$ cat src/rtl/dma_read_requester.sv
`default_nettype none
// ============================================================================
// Module  : dma_read_requester
// Purpose : Splits a DMA read command into boundary-safe bursts and issues each
//           one only when fifo free space covers every outstanding word.
//           Optional response watchdog: define DMA_REQ_TIMEOUT_EN.
// Rev     : 1.0
// ============================================================================
module dma_read_requester #(
    parameter int BITS_DEPTH = 8,
    parameter int BITS_WIDTH = 32,
    parameter int ADDR_W     = 32,
    parameter int LEN_W      = 16,
    parameter int MAX_BURST  = 16,
    parameter int BOUND_BITS = 12
`ifdef DMA_REQ_TIMEOUT_EN
    ,
    parameter int TIMEOUT_CYC = 1024
`endif
) (
    input  logic                  i_clk,
    input  logic                  i_rst,
    input  logic                  cmd_valid,
    output logic                  cmd_ready,
    input  logic [ADDR_W-1:0]     cmd_addr,
    input  logic [LEN_W-1:0]      cmd_len,
    output logic                  req_valid,
    input  logic                  req_ready,
    output logic [ADDR_W-1:0]     req_addr,
    output logic [LEN_W-1:0]      req_len,
    input  logic                  rsp_valid,
    input  logic [BITS_WIDTH-1:0] rsp_data,
    input  logic [BITS_WIDTH-1:0] fifo_elements,
    input  logic                  fifo_full,
    output logic [BITS_WIDTH-1:0] fifo_din,
    output logic                  fifo_wr_en,
    output logic                  busy,
    output logic                  done
`ifdef DMA_REQ_TIMEOUT_EN
    ,
    output logic                  timeout
`endif
);

    localparam int BYTES = BITS_WIDTH / 8;
    localparam int OUTW  = BITS_DEPTH + 1;
    localparam int BNDW  = BOUND_BITS + 1;
    localparam int CW    = ((LEN_W > BNDW) ? LEN_W : BNDW) + 1;

    localparam logic [OUTW-1:0]   C_DEPTH   = OUTW'(1) << BITS_DEPTH;
    localparam logic [BNDW-1:0]   C_BOUND   = BNDW'(1) << BOUND_BITS;
    localparam logic [BNDW-1:0]   C_BYTES_B = BNDW'(BYTES);
    localparam logic [ADDR_W-1:0] C_BYTES_A = ADDR_W'(BYTES);
    localparam logic [CW-1:0]     C_MAX     = CW'(MAX_BURST);

    typedef enum logic [2:0] {
        S_IDLE  = 3'd0,
        S_CALC  = 3'd1,
        S_WAIT  = 3'd2,
        S_REQ   = 3'd3,
        S_DRAIN = 3'd4
    } state_t;

    state_t                state_q;
    logic [ADDR_W-1:0]     addr_q;
    logic [ADDR_W-1:0]     req_addr_q;
    logic [LEN_W-1:0]      remaining_q;
    logic [LEN_W-1:0]      blen_q;
    logic [LEN_W-1:0]      req_len_q;
    logic [OUTW-1:0]       outstanding_q;
    logic [OUTW-1:0]       outstanding_d;
    logic                  cmd_ready_q;
    logic                  req_valid_q;
    logic                  busy_q;
    logic                  done_q;
    logic                  fifo_wr_en_q;
    logic [BITS_WIDTH-1:0] fifo_din_q;

    logic                  hs;
    logic                  rsp_ok;
    logic [OUTW-1:0]       free;
    logic [OUTW:0]         need;
    logic [BNDW-1:0]       bound_words;
    logic [CW-1:0]         blen_c;
    logic                  unused_elements_hi;

`ifdef DMA_REQ_TIMEOUT_EN
    localparam int TCW = $clog2(TIMEOUT_CYC + 1);
    logic [TCW-1:0] tmo_cnt_q;
    logic           timeout_q;
`endif

    assign hs     = req_valid_q && req_ready;
    // A response with nothing outstanding is a protocol error and is dropped.
    assign rsp_ok = rsp_valid && (outstanding_q != '0);

    assign free        = fifo_full ? '0 : C_DEPTH - {1'b0, fifo_elements[BITS_DEPTH-1:0]};
    assign need        = {1'b0, outstanding_q} + {1'b0, OUTW'(blen_q)};
    assign bound_words = (C_BOUND - {1'b0, addr_q[BOUND_BITS-1:0]}) / C_BYTES_B;

    assign unused_elements_hi = ^fifo_elements[BITS_WIDTH-1:BITS_DEPTH];

    always_comb begin
        blen_c = CW'(remaining_q);
        if (C_MAX < blen_c) begin
            blen_c = C_MAX;
        end
        if (CW'(bound_words) < blen_c) begin
            blen_c = CW'(bound_words);
        end
    end

    always_comb begin
        outstanding_d = outstanding_q;
        if (hs) begin
            outstanding_d = outstanding_d + OUTW'(blen_q);
        end
        if (rsp_ok) begin
            outstanding_d = outstanding_d - OUTW'(1);
        end
    end

    always_ff @(posedge i_clk) begin
        if (i_rst) begin
            state_q       <= S_IDLE;
            addr_q        <= '0;
            req_addr_q    <= '0;
            remaining_q   <= '0;
            blen_q        <= '0;
            req_len_q     <= '0;
            outstanding_q <= '0;
            cmd_ready_q   <= 1'b1;
            req_valid_q   <= 1'b0;
            busy_q        <= 1'b0;
            done_q        <= 1'b0;
            fifo_wr_en_q  <= 1'b0;
            fifo_din_q    <= '0;
`ifdef DMA_REQ_TIMEOUT_EN
            tmo_cnt_q     <= '0;
            timeout_q     <= 1'b0;
`endif
        end else begin
            done_q        <= 1'b0;
            fifo_wr_en_q  <= rsp_ok;
            fifo_din_q    <= rsp_data;
            outstanding_q <= outstanding_d;

            case (state_q)
                S_IDLE: begin
                    if (cmd_valid) begin
                        if (cmd_len != '0) begin
                            addr_q      <= cmd_addr;
                            remaining_q <= cmd_len;
                            cmd_ready_q <= 1'b0;
                            busy_q      <= 1'b1;
                            state_q     <= S_CALC;
                        end else begin
                            done_q <= 1'b1;
                        end
                    end
                end
                S_CALC: begin
                    blen_q  <= LEN_W'(blen_c);
                    state_q <= S_WAIT;
                end
                S_WAIT: begin
                    if ({1'b0, free} >= need) begin
                        req_valid_q <= 1'b1;
                        req_addr_q  <= addr_q;
                        req_len_q   <= blen_q;
                        state_q     <= S_REQ;
                    end
                end
                S_REQ: begin
                    if (req_ready) begin
                        req_valid_q <= 1'b0;
                        remaining_q <= remaining_q - blen_q;
                        addr_q      <= addr_q + ADDR_W'(blen_q) * C_BYTES_A;
                        state_q     <= (remaining_q != blen_q) ? S_CALC : S_DRAIN;
                    end
                end
                S_DRAIN: begin
                    if (outstanding_q == '0) begin
                        cmd_ready_q <= 1'b1;
                        busy_q      <= 1'b0;
                        done_q      <= 1'b1;
                        state_q     <= S_IDLE;
                    end
                end
                default: begin
                    state_q <= S_IDLE;
                end
            endcase

`ifdef DMA_REQ_TIMEOUT_EN
            // Watchdog overrides the FSM: abandon the command without a done pulse.
            timeout_q <= 1'b0;
            if (hs || rsp_valid) begin
                tmo_cnt_q <= '0;
            end else if (outstanding_q != '0) begin
                if (tmo_cnt_q == TCW'(TIMEOUT_CYC - 1)) begin
                    tmo_cnt_q     <= '0;
                    timeout_q     <= 1'b1;
                    outstanding_q <= '0;
                    remaining_q   <= '0;
                    req_valid_q   <= 1'b0;
                    cmd_ready_q   <= 1'b1;
                    busy_q        <= 1'b0;
                    done_q        <= 1'b0;
                    state_q       <= S_IDLE;
                end else begin
                    tmo_cnt_q <= tmo_cnt_q + TCW'(1);
                end
            end
`endif
        end
    end

    assign cmd_ready  = cmd_ready_q;
    assign req_valid  = req_valid_q;
    assign req_addr   = req_addr_q;
    assign req_len    = req_len_q;
    assign fifo_din   = fifo_din_q;
    assign fifo_wr_en = fifo_wr_en_q;
    assign busy       = busy_q;
    assign done       = done_q;
`ifdef DMA_REQ_TIMEOUT_EN
    assign timeout    = timeout_q;
`endif

endmodule
`default_nettype wire
$ cat config.mk
export PLATFORM = sky130hd
export DESIGN_NAME = dma_read_requester
export DESIGN_NICKNAME = d
export VERILOG_FILES = /design/src/rtl/dma_read_requester.sv
export SDC_FILE = /design/constraint.sdc
export NUM_CORES = 1
export LEC_CHECK = 0
export ABC_CLOCK_PERIOD_IN_PS = 9100
export CAP_MARGIN = 0
export CORE_MARGIN = 8
export CORE_UTILIZATION = 53
export DETAILED_ROUTE_END_ITERATION = 10
export PLACE_DENSITY = 0.94
export SYNTH_ARGS = -nofsm -noshare
export SYNTH_HDL_FRONTEND = slang
export SYNTH_SLANG_ARGS = --single-unit
export TNS_END_PERCENT = 20
$ cat constraint.sdc
create_clock -name i_clk -period 9.1 [get_ports i_clk]
set_clock_uncertainty 0.05 [all_clocks]
set_input_delay 1.82 -clock i_clk [delete_from_list [all_inputs] [get_ports i_clk]]
set_output_delay 1.82 -clock i_clk [all_outputs]
set_load 0.02 [all_outputs]
==> flow_summary.json <==
{
  "switching_share": 0.400,
  "leakage_nw": 4.38,
  "synth_flop_cell": "dfxtp_1",
  "placed_area_um2": 10900,
  "p_clk_frac": 0.252,
  "avgViaCountPerCell": 6.01,
  "r2r_setup_slack_ps": 4400,
  "root_buffer": "clkbuf_16",
  "grt_pass1_wl_um": 44800,
  "die-area_um2": 21500,
  "ctsResizeCount": 0,
  "syn_inst": 1119,
  "synth_top_area_share": 0.357,
  "place.gp.congestion": 0.966,
  "clk_latency_ps": 440,
  "cp_num_buf_inv": 2,
  "tns_ps": 0,
  "synth_edf_count": 0,
  "cts_tree": "done",
  "multi_input_area_um2": 5420,
  "routed_wl_um": 28100,
  "worst_slew_pin_slew_ps": 887,
  "worst_r2r_endpoint": "req_addr[1]$_SDFFE_PP0P_",
  "hpwl_um": 20500,
  "io-pin-count": 203,
  "synth.distinct_cells": 72,
  "cap_viol_max_count": 0,
  "seqCellArea_um2": 3220,
  "power_frac_comb": 0.426,
  "ir_drop_v": 0.000153,
  "path_class": "in -> reg",
  "yosys_warnings": 0,
  "setup_viol": 0,
  "coreArea_um2": 16600,
  "cp_cell_sequence": "clkdlybuf4s50_1 > nor3_1 > nand2_1 > nor3_1 > xor2_1 > nor2_1 > ha_1 > o21ai_0 > a221oi_1 > o2111a_1 > buf_4 > nand2_1 > a21oi_1",
  "start_util": 0.543,
  "ant_nets": 0,
  "worstSetupEndpoint": "req_addr[1]$_SDFFE_PP0P_",
  "grt_pass1_vias": 8933,
  "min_period_over_period": 0.586,
  "insertedDiodeCount": 0,
  "final_nets": 1454,
  "synth-seq-cells": 161,
  "die_h_um": 147,
  "crit_slowest_cell": "o2111a_1",
  "final_layout_size_suffix_gt1_frac": 0.0530,
  "vias": 9026,
  "cts_buffers": 17,
  "grt_overflow": 0,
  "maxSlewViolCount": 0,
  "power.internal_w": 0.00171,
  "drc": 0,
  "fillers": 1223,
  "cp.depth": 13,
  "period_needed_ps": 5340,
  "netlist_area_um2": 9030,
  "cp_top_family": "compound AO/OA/AOI/OAI gates",
  "r2r_start": "blen_q[1]$_SDFFE_PP0N_",
  "rows": 47,
  "drt_iter0_markers": 914,
  "ys_seq_area_frac": 0.357,
  "max_stage_delay_ps": 740,
  "io_buffers": 178,
  "stdcell_area_um2": 11500,
  "post-route-util": 0.691,
  "dr.pass1.iters": 7,
  "r2r_cells": 14,
  "fmax_mhz": 187,
  "rsz0062_at_grt": "false",
  "cp-startpoint": "fifo_elements[2]",
  "finalHoldViolCount": 0,
  "wl_per_cell_um": 18.7,
  "die_w_um": 147,
  "switchingPower_w": 0.00114,
  "maxSlewHeadroom": 0.409,
  "hp-class": "reg -> reg",
  "final_cell_mix": "nand2_1, clkdlybuf4s50_1, dfxtp_1",
  "whs_ps": 404,
  "cts_setup_buffers": 0,
  "fin_total_pwr_w": 0.00285,
  "hold_buffers": 0,
  "seq_power_share": 0.323,
  "grt_use_total": 0.255,
  "cts.sinks": 161,
  "yosys.area.top_type": "dfxtp_1",
  "clk_pin_slew_ps": 60,
  "cts_max_path_buffers": 2,
  "power_density_nw_per_um2": 248,
  "start_kind": "primary input",
  "area_delta_synth_final_pct": 27.2,
  "worstPathRequired_ps": 9400,
  "cp_max_fo": 28,
  "antenna_found_initial": 0,
  "critPathCaptureType": "flip-flop",
  "h-tree-depth": 4,
  "synth_area_per_cell_um2": 8.07,
  "mostFrequentLayoutCell": "nand2_1",
  "synth_area_leaders": "dfxtp_1, ha_1, nand2_1, a21oi_1, nor2_1",
  "crit_arrival_ps": 5640,
  "synth-async-reset-ratio": 0,
  "grt_max_degree": 87,
  "status": "finished clean"
}
## registers in the layout (all words and copies together) (netlist names), 3 cells and up
register       count
req_addr          32
state_q            3
blen_q            16
outstanding_q      9
req_len           16
fifo_din          32
addr_q            32
remaining_q       16
## synth_stat cells, drive strengths merged, types with 4 or more instances
cell,number
nand2,181
dfxtp,161
a21oi,120
nor2,81
ha,61
clkbuf,46
inv,43
nor2b,43
a211oi,37
o21ai,35
nor3,30
nand3,25
xnor2,25
xor2,21
a21o,17
mux2i,15
nor4,15
a31oi,14
buf,11
and3,10
nand2b,10
and2,9
o21a,9
or2,9
a311oi,7
nand4,7
nor3b,7
o21bai,6
o22ai,6
o211ai,5
or4,4
## worst reg2reg max path: stages, from the launching register on
cell and delay (ps):
dfxtp_1 620, ha_1 330, a211oi_1 280, o21bai_1 190, a31o_2 290, a21oi_1 170, xnor2_1 160, inv_1 80
ha_1 280, o21ai_0 70, a221oi_1 640, o2111a_1 740, buf_4 430, nand2_1 120, a21oi_1 160
## metrics by stage
stage               setup slack [ps]  cells
finish                          3760   1503
global placement                3560   1473
CTS                             3800   1503
detailed placement              3380   1473
global route                    3470   1503
floorplan                       4890   1124
## power by group through the flow
stage	combinational (W)	sequential (W)	clock, W
finish	0.00121	0.000919	0.000716
global route	0.00133	0.000926	0.000752
CTS	0.00119	0.000913	0.000717
detailed placement	0.00117	0.000928	0
global placement	0.00111	0.000923	0
floorplan	0.000861	0.000905	0
## cell type report
cell class / count / area share
clock inverter: 11 / 0.0115
sequential: 161 / 0.280
tap: 220 / 0.0240
inverter: 43 / 0.0140
multi-input combinational: 863 / 0.471
timing repair buffer: 186 / 0.160
clock buffer: 19 / 0.0385
## worst min path at each step
stage / startpoint / endpoint / slack (ps) / depth (start not counted)
after floorplan: blen_q[11]$_SDFFE_PP0N_ / req_len[11]$_SDFFE_PP0P_ / 400 / 2
after global routing: req_addr[3]$_SDFFE_PP0P_ / req_addr[3]$_SDFFE_PP0P_ / 430 / 2
after global placement: req_addr[20]$_SDFFE_PP0P_ / req_addr[20]$_SDFFE_PP0P_ / 390 / 2
final: req_addr[13]$_SDFFE_PP0P_ / req_addr[13]$_SDFFE_PP0P_ / 400 / 2
after CTS: req_addr[13]$_SDFFE_PP0P_ / req_addr[13]$_SDFFE_PP0P_ / 400 / 2
after detailed placement: req_addr[29]$_SDFFE_PP0P_ / req_addr[29]$_SDFFE_PP0P_ / 400 / 2
## routing by layer
metal  global-route usage  up-vias  wire length (um)
met4                0.139        0              1250
met3               0.0596       97              2280
met5                    0        -                 0
li1                     -     4261                 -
met1                0.295     4215             11000
met2                0.428      453             13600
## cells by family (layout without fill, tap and decap cells)
kind of cell / after synthesis / after routing / share of synthesized area
buffers and inverters: 100 / 259 / 0.0488
and+or+nand+nor: 442 / 442 / 0.235
other: 1 / 6 / 0.000415
xor gates and xnor gates: 46 / 46 / 0.0446
AOI/OAI and AO/OA: 289 / 289 / 0.205
adders and majority gates: 64 / 64 / 0.0911
muxes: 16 / 16 / 0.0179
DFF: 161 / 161 / 0.357
No activity file was read; power rests on OpenSTA's default activity.
==> RTL change 1: new RTL, same flow settings <==
Build with the macro `DMA_REQ_TIMEOUT_EN` defined.
--- a/src/rtl/dma_read_requester.sv
+++ b/src/rtl/dma_read_requester.sv
@@ -7,4 +7,6 @@
 // Rev     : 1.0
 // ============================================================================
+`define DMA_REQ_TIMEOUT_EN
+
 module dma_read_requester #(
     parameter int BITS_DEPTH = 8,
Check against the original RTL (old outputs only; new: timeout): no difference found for any inputs over 4 cycles, from zero or initial values and one cycle with i_rst high; that may be too few to reach the edited logic, so the function may still have changed.
==> RTL change 1 against the original RTL <==
Sequential share of layout area down 0.094 points. Synthesized area increased by 8.8%. Cell count increased by 5.7%. Sequential cell count grew 12. Die area is 7.8% higher. Power fell by 8.4%. Routed wire length grew 7.7%. Cell area is 7.8% higher. Setup slack improved by 0.036 ns. Largest power group is now registers.
==> RTL change 1: results (changes against the original RTL) <==
metric;value;unit;change
grtUsageTotal;0.256;;was 0.255
vdd_drop_max;0.155;mV;was 0.153 mV
leakagePower;4.71;nW;was 4.38 nW
nFillCells;1415;;was 1223
ys_seq_area_frac;0.352;;was 0.357
status;finished, final reports clean;;unchanged
dp_hpwl;21.2;mm;was 20.5 mm
port_buffers;179;;was 178
first_global_vias;9672;;was 8933
dr.pass1.iters;6;;was 7
drive_gt1_frac;0.0509;;was 0.0530
grt_max_degree;80;;was 87
use_met3;0.0553;;was 0.0596
wl_met2;14.7;mm;was 13.6 mm
crit_path_max_fanout;33;;was 28
synth_common_cells;nand2_1 (195), dfxtp_1 (173), nor2_1 (86), a21oi_1 (62), ha_1 (62);;was nand2_1 (180), dfxtp_1 (161), a21oi_1 (120), nor2_1 (81), ha_1 (61)
r2r-start;blen_q[1];;unchanged
detail_route.vias_per_cell;6.18;;was 6.01
arrival;5.62;ns;was 5.64 ns
grtUsageMet1;0.300;;was 0.295
hp-start;req_addr[30];;was req_addr[13]
place_congestion;0.911;;was 0.966
globalRouteMet2Util;0.438;;was 0.428
final_cells;1589;;was 1503
drtIter0Drc;1093;;was 914
finalNetCount;1525;;was 1454
pre_cts_ws;3.37;ns;was 3.38 ns
drt-total-wl;30.3;mm;was 28.1 mm
[RTL change 1: cell count changes in the layout (fill, tap and decap cells not counted), moves of 10 or more]
cell,before,now
nand4_1,7,20
nand2_1,180,195
a211oi_1,37,16
and3_1,9,19
a21oi_1,120,62
mux2i_1,15,57
dfxtp_1,161,173
[RTL change 1: cell type report]
cell class | count | area (sq um) | area share
tap | 234 | 293 | 0.0236
clock buffer | 19 | 443 | 0.0357
sequential | 173 | 3460 | 0.280
timing repair buffer | 186 | 1840 | 0.148
multi-input combinational | 927 | 6010 | 0.485
clock inverter | 13 | 200 | 0.0162
inverter | 37 | 139 | 0.0112
[RTL change 1: critical path: stages]
cell and delay (ns):
clkdlybuf4s50_1 0.45, nor3_1 0.41, nand2_1 0.12, xnor2_1 0.16, nor2_1 0.06, ha_1 0.28, o21ai_0 0.06, nand2b_1 0.09
o2111ai_1 0.20, a311oi_4 1.04, buf_4 0.64, mux2i_1 0.28
[RTL change 1: path summary, 6_finish.rpt]
path / end / slack (ns) / depth (start not counted)
min: req_addr[30] / 0.41 / 2
max reg2reg: req_addr[28] / 4.08 / 15
min reg2reg: req_addr[30] / 0.41 / 2
max: req_addr[28] / 3.80 / 12
[RTL change 1: cell families (layout without fill, tap and decap cells)]
group | after synthesis | after routing | synth area share
AND/OR/NAND/NOR | 497 | 497 | 0.244
AO/OA/AOI/OAI | 251 | 251 | 0.175
flip-flops | 173 | 173 | 0.352
buffers and inverters | 93 | 255 | 0.0393
adder cells (fa/ha/maj) | 65 | 65 | 0.0851
multiplexers | 61 | 61 | 0.0626
XOR/XNOR | 47 | 47 | 0.0419
other | 1 | 6 | 0.000382
[RTL change 1: report_power, final]
group | switching [mW] | internal (mW)
Clock | 0.338 | 0.475
Combinational | 0.507 | 0.378
Sequential | 0.0876 | 0.825
Total | 0.932 | 1.68
==> RTL change 2: new RTL, same flow settings <==
Without the edit above. Encoding of `state_t`: now one-hot (5 bits for 5 states).
--- a/src/rtl/dma_read_requester.sv
+++ b/src/rtl/dma_read_requester.sv
@@ -54,10 +54,10 @@
     localparam logic [CW-1:0]     C_MAX     = CW'(MAX_BURST);
 
-    typedef enum logic [2:0] {
-        S_IDLE  = 3'd0,
-        S_CALC  = 3'd1,
-        S_WAIT  = 3'd2,
-        S_REQ   = 3'd3,
-        S_DRAIN = 3'd4
+    typedef enum logic [4:0] {
+        S_IDLE  = 5'b00001,
+        S_CALC  = 5'b00010,
+        S_WAIT  = 5'b00100,
+        S_REQ   = 5'b01000,
+        S_DRAIN = 5'b10000
     } state_t;
 
Check against the original RTL: no difference found for any inputs over 4 cycles, from zero or initial values and one cycle with i_rst high; so few cycles prove little.
==> RTL change 2 against the original RTL <==
Power is 6.8% lower. Synthesized area is 2.2% higher. Non-clock buffer count is 1 higher. Largest cell class unchanged. Die area is 2.0% higher. Routed wire length is 4.3% higher. Sequential cell count is 2 higher. Cell area is 1.9% higher. Setup slack better by 0.61 ns. Critical path type unchanged.
==> RTL change 2: results (changes against the original RTL) <==
metric;value;unit;change
status;finished, final reports clean;;unchanged
yosysUniqueCellTypes;67;;was 72
first_global_vias;9245;;was 8933
antenna_found_initial;0;;unchanged
synth_common_cells;dfxtp_1 (163), a21oi_1 (117), o21ai_0 (90), nor2_1 (81), nand3_1 (79);;was nand2_1 (180), dfxtp_1 (161), a21oi_1 (120), nor2_1 (81), ha_1 (61)
crit_path_max_fanout;41;;was 28
grtUsageTotal;0.264;;was 0.255
drt-total-wl;29.3;mm;was 28.1 mm
vdd_drop_max;0.144;mV;was 0.153 mV
placed_area;11100;sq um;was 10900 sq um
ys_seq_area_frac;0.353;;was 0.357
dr.pass1.iters;5;;was 7
finalNetCount;1464;;was 1454
grt_pass1_wl;47.1;mm;was 44.8 mm
port_buffers;178;;unchanged
hp-start;req_len[4];;was req_addr[13]
r2r-start;blen_q[0];;was blen_q[1]
n_antenna_cell;0;;unchanged
leakagePower;4.47;nW;was 4.38 nW
drtIter0Drc;812;;was 914
tightestPinTransition;1.08;ns;was 0.887 ns
nFillCells;1278;;was 1223
grt_max_degree;82;;was 87
detail_route.vias_per_cell;6.22;;was 6.01
drive_gt1_frac;0.0517;;was 0.0530
arrival;5.04;ns;was 5.64 ns
r2r_cells;17;;was 14
place_congestion;0.937;;was 0.966
dp_hpwl;20.7;mm;was 20.5 mm
RTL change 2: cell count changes in the layout (fill, tap and decap cells not counted), sizes merged, moves of 8 or more:
cell	delta
nand2	-108
o21ai	+55
nand3	+54
a211oi	-12
mux2i	-12
a311oi	+8
nand4	+8
RTL change 2: kinds of logic after synthesis:
logic type,share of synthesized area
compound gates,0.235
xor+xnor,0.0417
fa+ha+maj,0.0892
buf+inv,0.0477
flops,0.353
mux,0.00447
other cells,0.000406
simple gates,0.228
RTL change 2: path summary, 6_finish.rpt:
kind,end,slack [ns]
hold / removal,req_len[4],0.43
setup reg to reg,req_addr[27],4.58
hold reg to reg,req_len[4],0.43
setup / recovery,req_addr[27],4.37
RTL change 2: area by class of cell:
type                            count  area (sq um)  area share
Multi-Input combinational cell    876          5570       0.476
Sequential cell                   163          3260       0.279
Timing Repair Buffer              187          1850       0.158
Clock buffer                       17           425      0.0363
Tap cell                          225           282      0.0241
Clock inverter                     15           180      0.0154
Inverter                           37           139      0.0119
RTL change 2: per-layer routing:
layer,part of all wire,up-vias,track usage
met5,0,-,0
met2,0.46,523,0.429
met4,0.050,0,0.161
met1,0.38,4378,0.304
li1,-,4439,-
met3,0.11,115,0.0712
RTL change 2: report_power, final:
part	switching [mW]	total, mW	internal [mW]
clock network	0.338	0.755	0.417
registers	0.0989	0.893	0.794
logic	0.606	1.01	0.402
RTL change 2: through the flow:
step / setup slack (ns) / std cells / power, mW / hold slack (ns)
after CTS: 4.42 / 1520 / 2.63 / 0.430
after global routing: 4.03 / 1520 / 2.80 / 0.444
after global placement: 4.16 / 1488 / 1.83 / 0.410
final: 4.37 / 1520 / 2.66 / 0.427
after detailed placement: 3.99 / 1488 / 1.87 / 0.420
after floorplan: 4.92 / 1152 / 1.61 / 0.409
RTL change 2: worst max-delay path, cell delays in order:
cell and delay [ns]:
clkdlybuf4s50_1 0.48, nor3_1 0.31, nand2_1 0.14, nor3_1 0.22, xor2_1 0.17, nor2_1 0.06
ha_1 0.20, or3_1 0.34, nor2_1 0.09, o21ai_0 0.10, nand3_1 0.30, buf_4 0.42
o21ai_0 0.18, a21oi_1 0.20
